## src/rtl/clock_strobe_gen_if.sv

```systemverilog
// ----------------------------------------------------------------------------
// clock_strobe_gen_if
//   Increment-update handshake bundle for clock_strobe_gen.
//   Ports (signals):
//     cfg_valid    master->slave  update request
//     cfg_ready    slave->master  update can be accepted
//     cfg_channel  master->slave  target channel, CH_W bits
//     cfg_inc      master->slave  new increment, ACC_WIDTH bits
//   Modports: master (update source), slave (clock_strobe_gen).
// ----------------------------------------------------------------------------
interface clock_strobe_gen_if #(
   parameter int CH_W      = 1,
   parameter int ACC_WIDTH = 16
);
   logic                 cfg_valid;
   logic                 cfg_ready;
   logic [CH_W-1:0]      cfg_channel;
   logic [ACC_WIDTH-1:0] cfg_inc;

   modport master (output cfg_valid, output cfg_channel, output cfg_inc, input cfg_ready);
   modport slave  (input cfg_valid, input cfg_channel, input cfg_inc, output cfg_ready);
endinterface

```

## src/rtl/clock_strobe_gen.sv

```systemverilog
// ----------------------------------------------------------------------------
// clock_strobe_gen
//   Multi-channel numerically-controlled clock-enable generator. Each channel
//   owns a phase accumulator whose carry-out becomes a registered one-cycle
//   strobe (rate = f_clk * inc / 2^ACC_WIDTH). Generation is gated by a
//   lock-filtered ready derived from the PLL locked flag. Increment updates
//   go through a single pending slot and land only at the target channel's
//   next carry (or at once when idle / not ready).
//   Ports:
//     clock_in   in   PLL output clock, rising edge
//     reset_n    in   asynchronous active-low reset
//     locked     in   raw PLL lock flag (asynchronous)
//     cfg        if   clock_strobe_gen_if.slave update handshake
//     ready      out  lock-filtered run enable
//     strobe     out  per-channel one-cycle clock-enable pulses
//     square     out  (CLOCK_STROBE_SQUARE_EN only) registered accumulator MSB
//   Optional feature macro: CLOCK_STROBE_SQUARE_EN
// ----------------------------------------------------------------------------
module clock_strobe_gen #(
   parameter int CHANNELS    = 2,
   parameter int ACC_WIDTH   = 16,
   parameter int LOCK_FILTER = 1024,
   parameter logic [CHANNELS*ACC_WIDTH-1:0] INC_INIT = {CHANNELS{ACC_WIDTH'(1)}}
) (
   input  logic                clock_in,
   input  logic                reset_n,
   input  logic                locked,
   clock_strobe_gen_if.slave   cfg,
   output logic                ready,
   output logic [CHANNELS-1:0] strobe
`ifdef CLOCK_STROBE_SQUARE_EN
   ,
   output logic [CHANNELS-1:0] square
`endif
);

   localparam int CH_W   = (CHANNELS > 1) ? $clog2(CHANNELS) : 1;
   localparam int LOCK_W = $clog2(LOCK_FILTER + 1);
   localparam logic [LOCK_W-1:0] LOCK_MAX = LOCK_W'(LOCK_FILTER);
   localparam logic [CH_W:0]     CH_LIMIT = (CH_W + 1)'(CHANNELS);

   // lock synchroniser and filter
   logic              r_lock_s1;
   logic              r_lock_s2;
   logic [LOCK_W-1:0] r_lock_cnt;
   logic              r_ready;
   logic [LOCK_W-1:0] w_cnt_inc;

   assign w_cnt_inc = r_lock_cnt + 1'b1;

   always_ff @(posedge clock_in or negedge reset_n) begin
      if (!reset_n) begin
         r_lock_s1  <= 1'b0;
         r_lock_s2  <= 1'b0;
         r_lock_cnt <= '0;
         r_ready    <= 1'b0;
      end else begin
         r_lock_s1 <= locked;
         r_lock_s2 <= r_lock_s1;
         if (!r_lock_s2) begin
            r_lock_cnt <= '0;
            r_ready    <= 1'b0;
         end else if (r_lock_cnt != LOCK_MAX) begin
            r_lock_cnt <= w_cnt_inc;
            r_ready    <= (w_cnt_inc == LOCK_MAX);
         end else begin
            r_ready    <= 1'b1;
         end
      end
   end

   // accumulators, increments and the pending update slot
   logic [ACC_WIDTH-1:0] r_acc [CHANNELS];
   logic [ACC_WIDTH-1:0] r_inc [CHANNELS];
   logic [CHANNELS-1:0]  r_strobe;
   logic                 r_pend_v;
   logic [CH_W-1:0]      r_pend_ch;
   logic [ACC_WIDTH-1:0] r_pend_inc;
   logic [ACC_WIDTH:0]   w_sum [CHANNELS];
   logic [CHANNELS-1:0]  w_carry;
   logic                 w_apply;

   // w_apply is only meaningful while r_pend_v is set; it selects the
   // pending channel's release condition without indexing past CHANNELS.
   always_comb begin
      w_apply = 1'b0;
      for (int unsigned i = 0; i < CHANNELS; i++) begin
         w_sum[i]   = {1'b0, r_acc[i]} + {1'b0, r_inc[i]};
         w_carry[i] = r_ready & w_sum[i][ACC_WIDTH];
         if (r_pend_ch == CH_W'(i))
            w_apply = ~r_ready | (r_inc[i] == '0) | w_carry[i];
      end
   end

   always_ff @(posedge clock_in or negedge reset_n) begin
      if (!reset_n) begin
         for (int unsigned i = 0; i < CHANNELS; i++) begin
            r_acc[i] <= '0;
            r_inc[i] <= INC_INIT[i*ACC_WIDTH +: ACC_WIDTH];
         end
         r_strobe   <= '0;
         r_pend_v   <= 1'b0;
         r_pend_ch  <= '0;
         r_pend_inc <= '0;
      end else begin
         for (int unsigned i = 0; i < CHANNELS; i++) begin
            if (r_ready) begin
               r_acc[i]    <= w_sum[i][ACC_WIDTH-1:0];
               r_strobe[i] <= w_carry[i];
            end else begin
               r_acc[i]    <= '0;
               r_strobe[i] <= 1'b0;
            end
            // the add on this edge still uses the old increment
            if (r_pend_v && w_apply && (r_pend_ch == CH_W'(i)))
               r_inc[i] <= r_pend_inc;
         end
         if (r_pend_v) begin
            if (w_apply)
               r_pend_v <= 1'b0;
         end else if (cfg.cfg_valid) begin
            // out-of-range channels are accepted but never occupy the slot
            if ({1'b0, cfg.cfg_channel} < CH_LIMIT) begin
               r_pend_v   <= 1'b1;
               r_pend_ch  <= cfg.cfg_channel;
               r_pend_inc <= cfg.cfg_inc;
            end
         end
      end
   end

   assign ready         = r_ready;
   assign strobe        = r_strobe;
   assign cfg.cfg_ready = ~r_pend_v;

`ifdef CLOCK_STROBE_SQUARE_EN
   logic [CHANNELS-1:0] r_square;

   always_ff @(posedge clock_in or negedge reset_n) begin
      if (!reset_n) begin
         r_square <= '0;
      end else begin
         for (int unsigned i = 0; i < CHANNELS; i++)
            r_square[i] <= r_ready & r_acc[i][ACC_WIDTH-1];
      end
   end

   assign square = r_square;
`endif

endmodule

```

## src/flat_wrapper.sv

```systemverilog
// flat-port wrapper written by rule: the top's interface ports become plain ports
module clock_strobe_gen_flat 
#(
   parameter int CHANNELS    = 2,
   parameter int ACC_WIDTH   = 16,
   parameter int LOCK_FILTER = 1024,
   parameter logic [CHANNELS*ACC_WIDTH-1:0] INC_INIT = {CHANNELS{ACC_WIDTH'(1)}}
)
  (clock_in, reset_n, locked, ready, strobe, cfg_cfg_valid, cfg_cfg_channel, cfg_cfg_inc, cfg_cfg_ready);
  clock_strobe_gen_if #(.CH_W(1), .ACC_WIDTH(ACC_WIDTH)) cfg_i ();
  input  logic clock_in;
  input  logic reset_n;
  input  logic locked;
  output logic ready;
  output logic [CHANNELS-1:0] strobe;
  input wire logic [$bits(cfg_i.cfg_valid)-1:0] cfg_cfg_valid;
  input wire logic [$bits(cfg_i.cfg_channel)-1:0] cfg_cfg_channel;
  input wire logic [$bits(cfg_i.cfg_inc)-1:0] cfg_cfg_inc;
  output wire logic [$bits(cfg_i.cfg_ready)-1:0] cfg_cfg_ready;
  assign cfg_i.cfg_valid = cfg_cfg_valid;
  assign cfg_i.cfg_channel = cfg_cfg_channel;
  assign cfg_i.cfg_inc = cfg_cfg_inc;
  assign cfg_cfg_ready = cfg_i.cfg_ready;
  clock_strobe_gen #(.CHANNELS(CHANNELS), .ACC_WIDTH(ACC_WIDTH), .LOCK_FILTER(LOCK_FILTER), .INC_INIT(INC_INIT)) u_core (.clock_in(clock_in), .reset_n(reset_n), .locked(locked), .cfg(cfg_i), .ready(ready), .strobe(strobe));
endmodule
```

## config.mk

```make
export PLATFORM = sky130hd
export DESIGN_NAME = clock_strobe_gen_flat
export DESIGN_NICKNAME = d
export VERILOG_FILES = /design/src/rtl/clock_strobe_gen_if.sv /design/src/rtl/clock_strobe_gen.sv /design/src/flat_wrapper.sv
export SDC_FILE = /design/constraint.sdc
export NUM_CORES = 1
export LEC_CHECK = 0
export CAP_MARGIN = 25
export CORE_UTILIZATION = 55
export CTS_CLUSTER_DIAMETER = 80
export DETAILED_ROUTE_END_ITERATION = 7
export PLACE_DENSITY = 0.76
export SLEW_MARGIN = 20
export SYNTH_ARGS = -nofsm -noshare
export SYNTH_HDL_FRONTEND = slang
export SYNTH_SLANG_ARGS = --single-unit
```

## constraint.sdc

```tcl
create_clock -name clock_in -period 3.8 [get_ports clock_in]
set_input_delay 0.95 -clock clock_in [delete_from_list [all_inputs] [get_ports clock_in]]
set_output_delay 0.95 -clock clock_in [all_outputs]
set_load 0.01 [all_outputs]
```

==> flow_metrics.py <==
metrics = {
    "pwr": {
        "finalPower_mw": 3.53,
        "p_leak_nw": 2.63,
        "ir_drop_mv": 0.277,
        "powerDensity_nw_per_um2": 606,
    },
    "layout": {
        "drive_gt1_frac": 0.152,
        "register_area_um2": 2450,
        "design_area_um2": 5830,
        "diodes": 0,
        "area_delta_synth_final_pct": 10.7,
        "fillers": 719,
        "layout.nets": 571,
        "multi_input_area_um2": 2670,
        "fin_util": 0.631,
    },
    "hold_path": {
        "hold_end": "u_core.r_lock_s2",
        "min_path_type": "flip-flop to flip-flop",
        "hp-start": "u_core.r_lock_s1",
        "hold_depth": 0,
    },
    "yosys": {
        "synth_edf_count": 0,
        "synthesis.nets": 544,
        "syn-instance-count": 487,
        "ys.flop_type": "dfrtp_1",
        "synth-seq-area-share": 0.466,
        "ys_types": 51,
        "synthArstFlopShare": 1.00,
        "yosys_warnings": 0,
        "synth.avg_cell_area_um2": 10.8,
        "netlist_area_um2": 5270,
        "ys_seq_elements": 98,
    },
    "detailed_routing": {
        "ant_nets": 0,
        "post_drt_wl_per_cell_um": 15.8,
        "drt_iter0_markers": 191,
        "wirelength_um": 10200,
        "route.detailed.drc": 0,
        "vias": 3696,
        "first_pass_iters": 4,
        "vias_per_cell": 5.70,
    },
    "grt": {
        "grt_usage": 0.228,
        "use_met2": 0.365,
        "grtUsageMet3": 0.0320,
        "gr-usage-met1": 0.312,
        "grt_pass1_vias": 3702,
        "gr-max-usage-layer": "met2",
        "gr-total-overflow": 0,
        "grt_max_degree": 59,
        "antenna_found_initial": 0,
        "grt_pass1_wl_um": 17700,
    },
    "clocking": {
        "cts_buffer_depth": 2,
        "cts_tree": "built",
        "cts_hold_buf": 0,
        "cts.sinks": 98,
        "htreeDepth": 3,
        "postCtsSetupBuffers": 0,
        "cts_resized": 0,
        "clk_latency_ps": 360,
        "cts_root_buf": "clkbuf_8",
        "cts_inserted_buffers": 9,
        "clk_transition_reported_paths_ps": 90,
    },
    "worst_setup_path": {
        "reg2reg_slack_ps": 550,
        "rr_startpoint": "u_core.r_inc[0]",
        "startpoint_type": "flip-flop",
        "arrival_ps": 3490,
        "worstRegToRegCells": 9,
        "path_class": "flip-flop to flip-flop",
        "cp.required_ps": 4040,
        "cp_max_fo": 16,
        "crit_path_end_kind": "flip-flop",
        "r2r-end": "u_core.r_inc[2]",
    },
    "sta": {
        "slew_viol_final": 0,
        "skew_ps": 16.2,
        "relSlewSlack": 0.487,
        "post-route-period-util": 0.855,
        "fin_tns_setup_ps": 0,
        "period_minus_slack_ps": 3250,
        "grt_setup_unrepaired": "no",
        "clock.fmax_ghz": 0.308,
        "tightest_slew_ps": 769,
        "finalSetupViolations": 0,
        "hold_violations": 0,
    },
    "floorplan": {
        "die_y_um": 99.9,
        "initial_core_util": 0.570,
        "io-pin-count": 25,
        "rows": 35,
        "die_area_um2": 9980,
        "core_area_um2": 9240,
        "die_w_um": 99.9,
    },
    "place": {
        "numPortBuffers": 24,
        "place_congestion": 0.846,
        "place_area_um2": 5640,
        "dp_hpwl_um": 7430,
    },
    "run": {
        "maxCapViolCount": 0,
    },
    "outcome": {
        "outcome": "complete, no violations",
    },
}
-- Yosys cell counts, types with 4 or more instances --
cell | count | area (µm²)
a21oi_1 | 25 | 125
nand2b_1 | 8 | 50.1
xor2_1 | 8 | 70.1
nor2_1 | 49 | 184
nand2_1 | 37 | 139
a31oi_1 | 10 | 62.6
mux2_2 | 40 | 450
a211oi_1 | 9 | 67.6
xnor2_1 | 11 | 96.3
or3_1 | 5 | 31.3
nor3_1 | 6 | 30.0
o21a_1 | 4 | 30.0
dfrtp_1 | 96 | 2400
mux2i_1 | 8 | 80.1
nor2b_1 | 7 | 43.8
nand3_1 | 14 | 70.1
nand4_1 | 4 | 25.0
clkbuf_1 | 9 | 33.8
mux2_4 | 10 | 150
o21ai_0 | 17 | 85.1
nor4_1 | 9 | 56.3
a21o_1 | 6 | 45.0
ha_1 | 34 | 425
and3_1 | 4 | 25.0
and2_1 | 4 | 25.0
inv_1 | 20 | 75.1
-- final cells by class --
class / count / share of cell area
sequential: 98 / 0.421
clock inverter: 5 / 0.0107
tap: 129 / 0.0277
inverter: 20 / 0.0129
timing repair buffer: 28 / 0.0480
multi-input combinational: 357 / 0.457
clock buffer: 11 / 0.0225
-- critical path: stages (launching register included) --
cell and delay (ps):
dfstp_2 550, ha_1 180, inv_1 60, fa_1 370, and2b_2 260, o31ai_1 120
a2111oi_2 450, o21bai_2 170, a21oi_4 570, mux2_2 410
-- worst max-delay path by stage --
| stage | slack [ps] | end | from | cells past startpoint |
|---|---|---|---|---|
| 5_1_grt | 290 | u_core.r_inc[4] | u_core.r_inc[0] | 9 |
| 3_5_place_dp | 580 | u_core.r_inc[2] | u_core.r_inc[0] | 9 |
| 3_3_place_gp | 660 | u_core.r_inc[1] | u_core.r_inc[0] | 9 |
| 4_1_cts | 550 | u_core.r_inc[2] | u_core.r_inc[0] | 9 |
| 2_1_floorplan | 970 | u_core.r_inc[10] | u_core.r_inc[0] | 10 |
| 6_report | 550 | u_core.r_inc[2] | u_core.r_inc[0] | 9 |
-- stage by stage --
step                      instances  hold slack [ps]  setup slack, ps
final                           648              368              549
after CTS                       648              373              550
after global placement          632              341              659
after detailed placement        632              343              579
after floorplan                 487              331              966
after global routing            648              382              288
-- power by group --
group | internal (mW) | switching, mW
Clock | 0.309 | 0.361
Sequential | 1.33 | 0.298
Combinational | 0.666 | 0.566
-- placed cells by master (no fill, tap or decap), types with 5 or more instances in the layout --
cell,synthesis,final
a211oi_1,9,9
a21o_1,6,6
a21oi_1,25,25
a31oi_1,10,10
clkbuf_8,0,9
clkdlybuf4s50_1,0,23
dfrtp_1,96,96
ha_1,34,34
inv_1,20,20
mux2_2,40,40
mux2_4,10,10
mux2i_1,8,8
nand2_1,37,37
nand2b_1,8,8
nand3_1,14,14
nor2_1,49,49
nor2b_1,7,7
nor3_1,6,6
nor4_1,9,9
o21ai_0,17,17
or3_1,5,5
xnor2_1,11,11
xor2_1,8,8
-- registers in the layout, summed over array words and instances, names as in the netlist --
signal / cells
u_core.r_acc: 32
u_core.r_inc: 32
u_core.r_pend_inc: 16
u_core.r_lock_cnt: 11
u_core.strobe: 2
u_core.r_lock_s1: 1
u_core.r_lock_s2: 1
u_core.r_pend_ch: 1
u_core.r_pend_v: 1
u_core.ready: 1
-- cell families (layout without fill, tap and decap cells) --
group                    count (synthesis)  in the layout  share of synthesized area
AND/OR/NAND/NOR                        152            152                      0.137
AO/OA/AOI/OAI                           92             92                      0.121
multiplexers                            58             58                      0.129
buffers and inverters                   32             64                     0.0280
flip-flops                              98             98                      0.466
XOR/XNOR                                19             19                     0.0316
adder cells (fa/ha/maj)                 36             36                     0.0883
-- routing by layer --
metal	vias up	wire length, µm
li1	1800	-
met2	83	4840
met5	-	0
met3	18	357
met1	1795	4800
met4	0	222
Note: power is estimated with default switching activity, not from simulation.
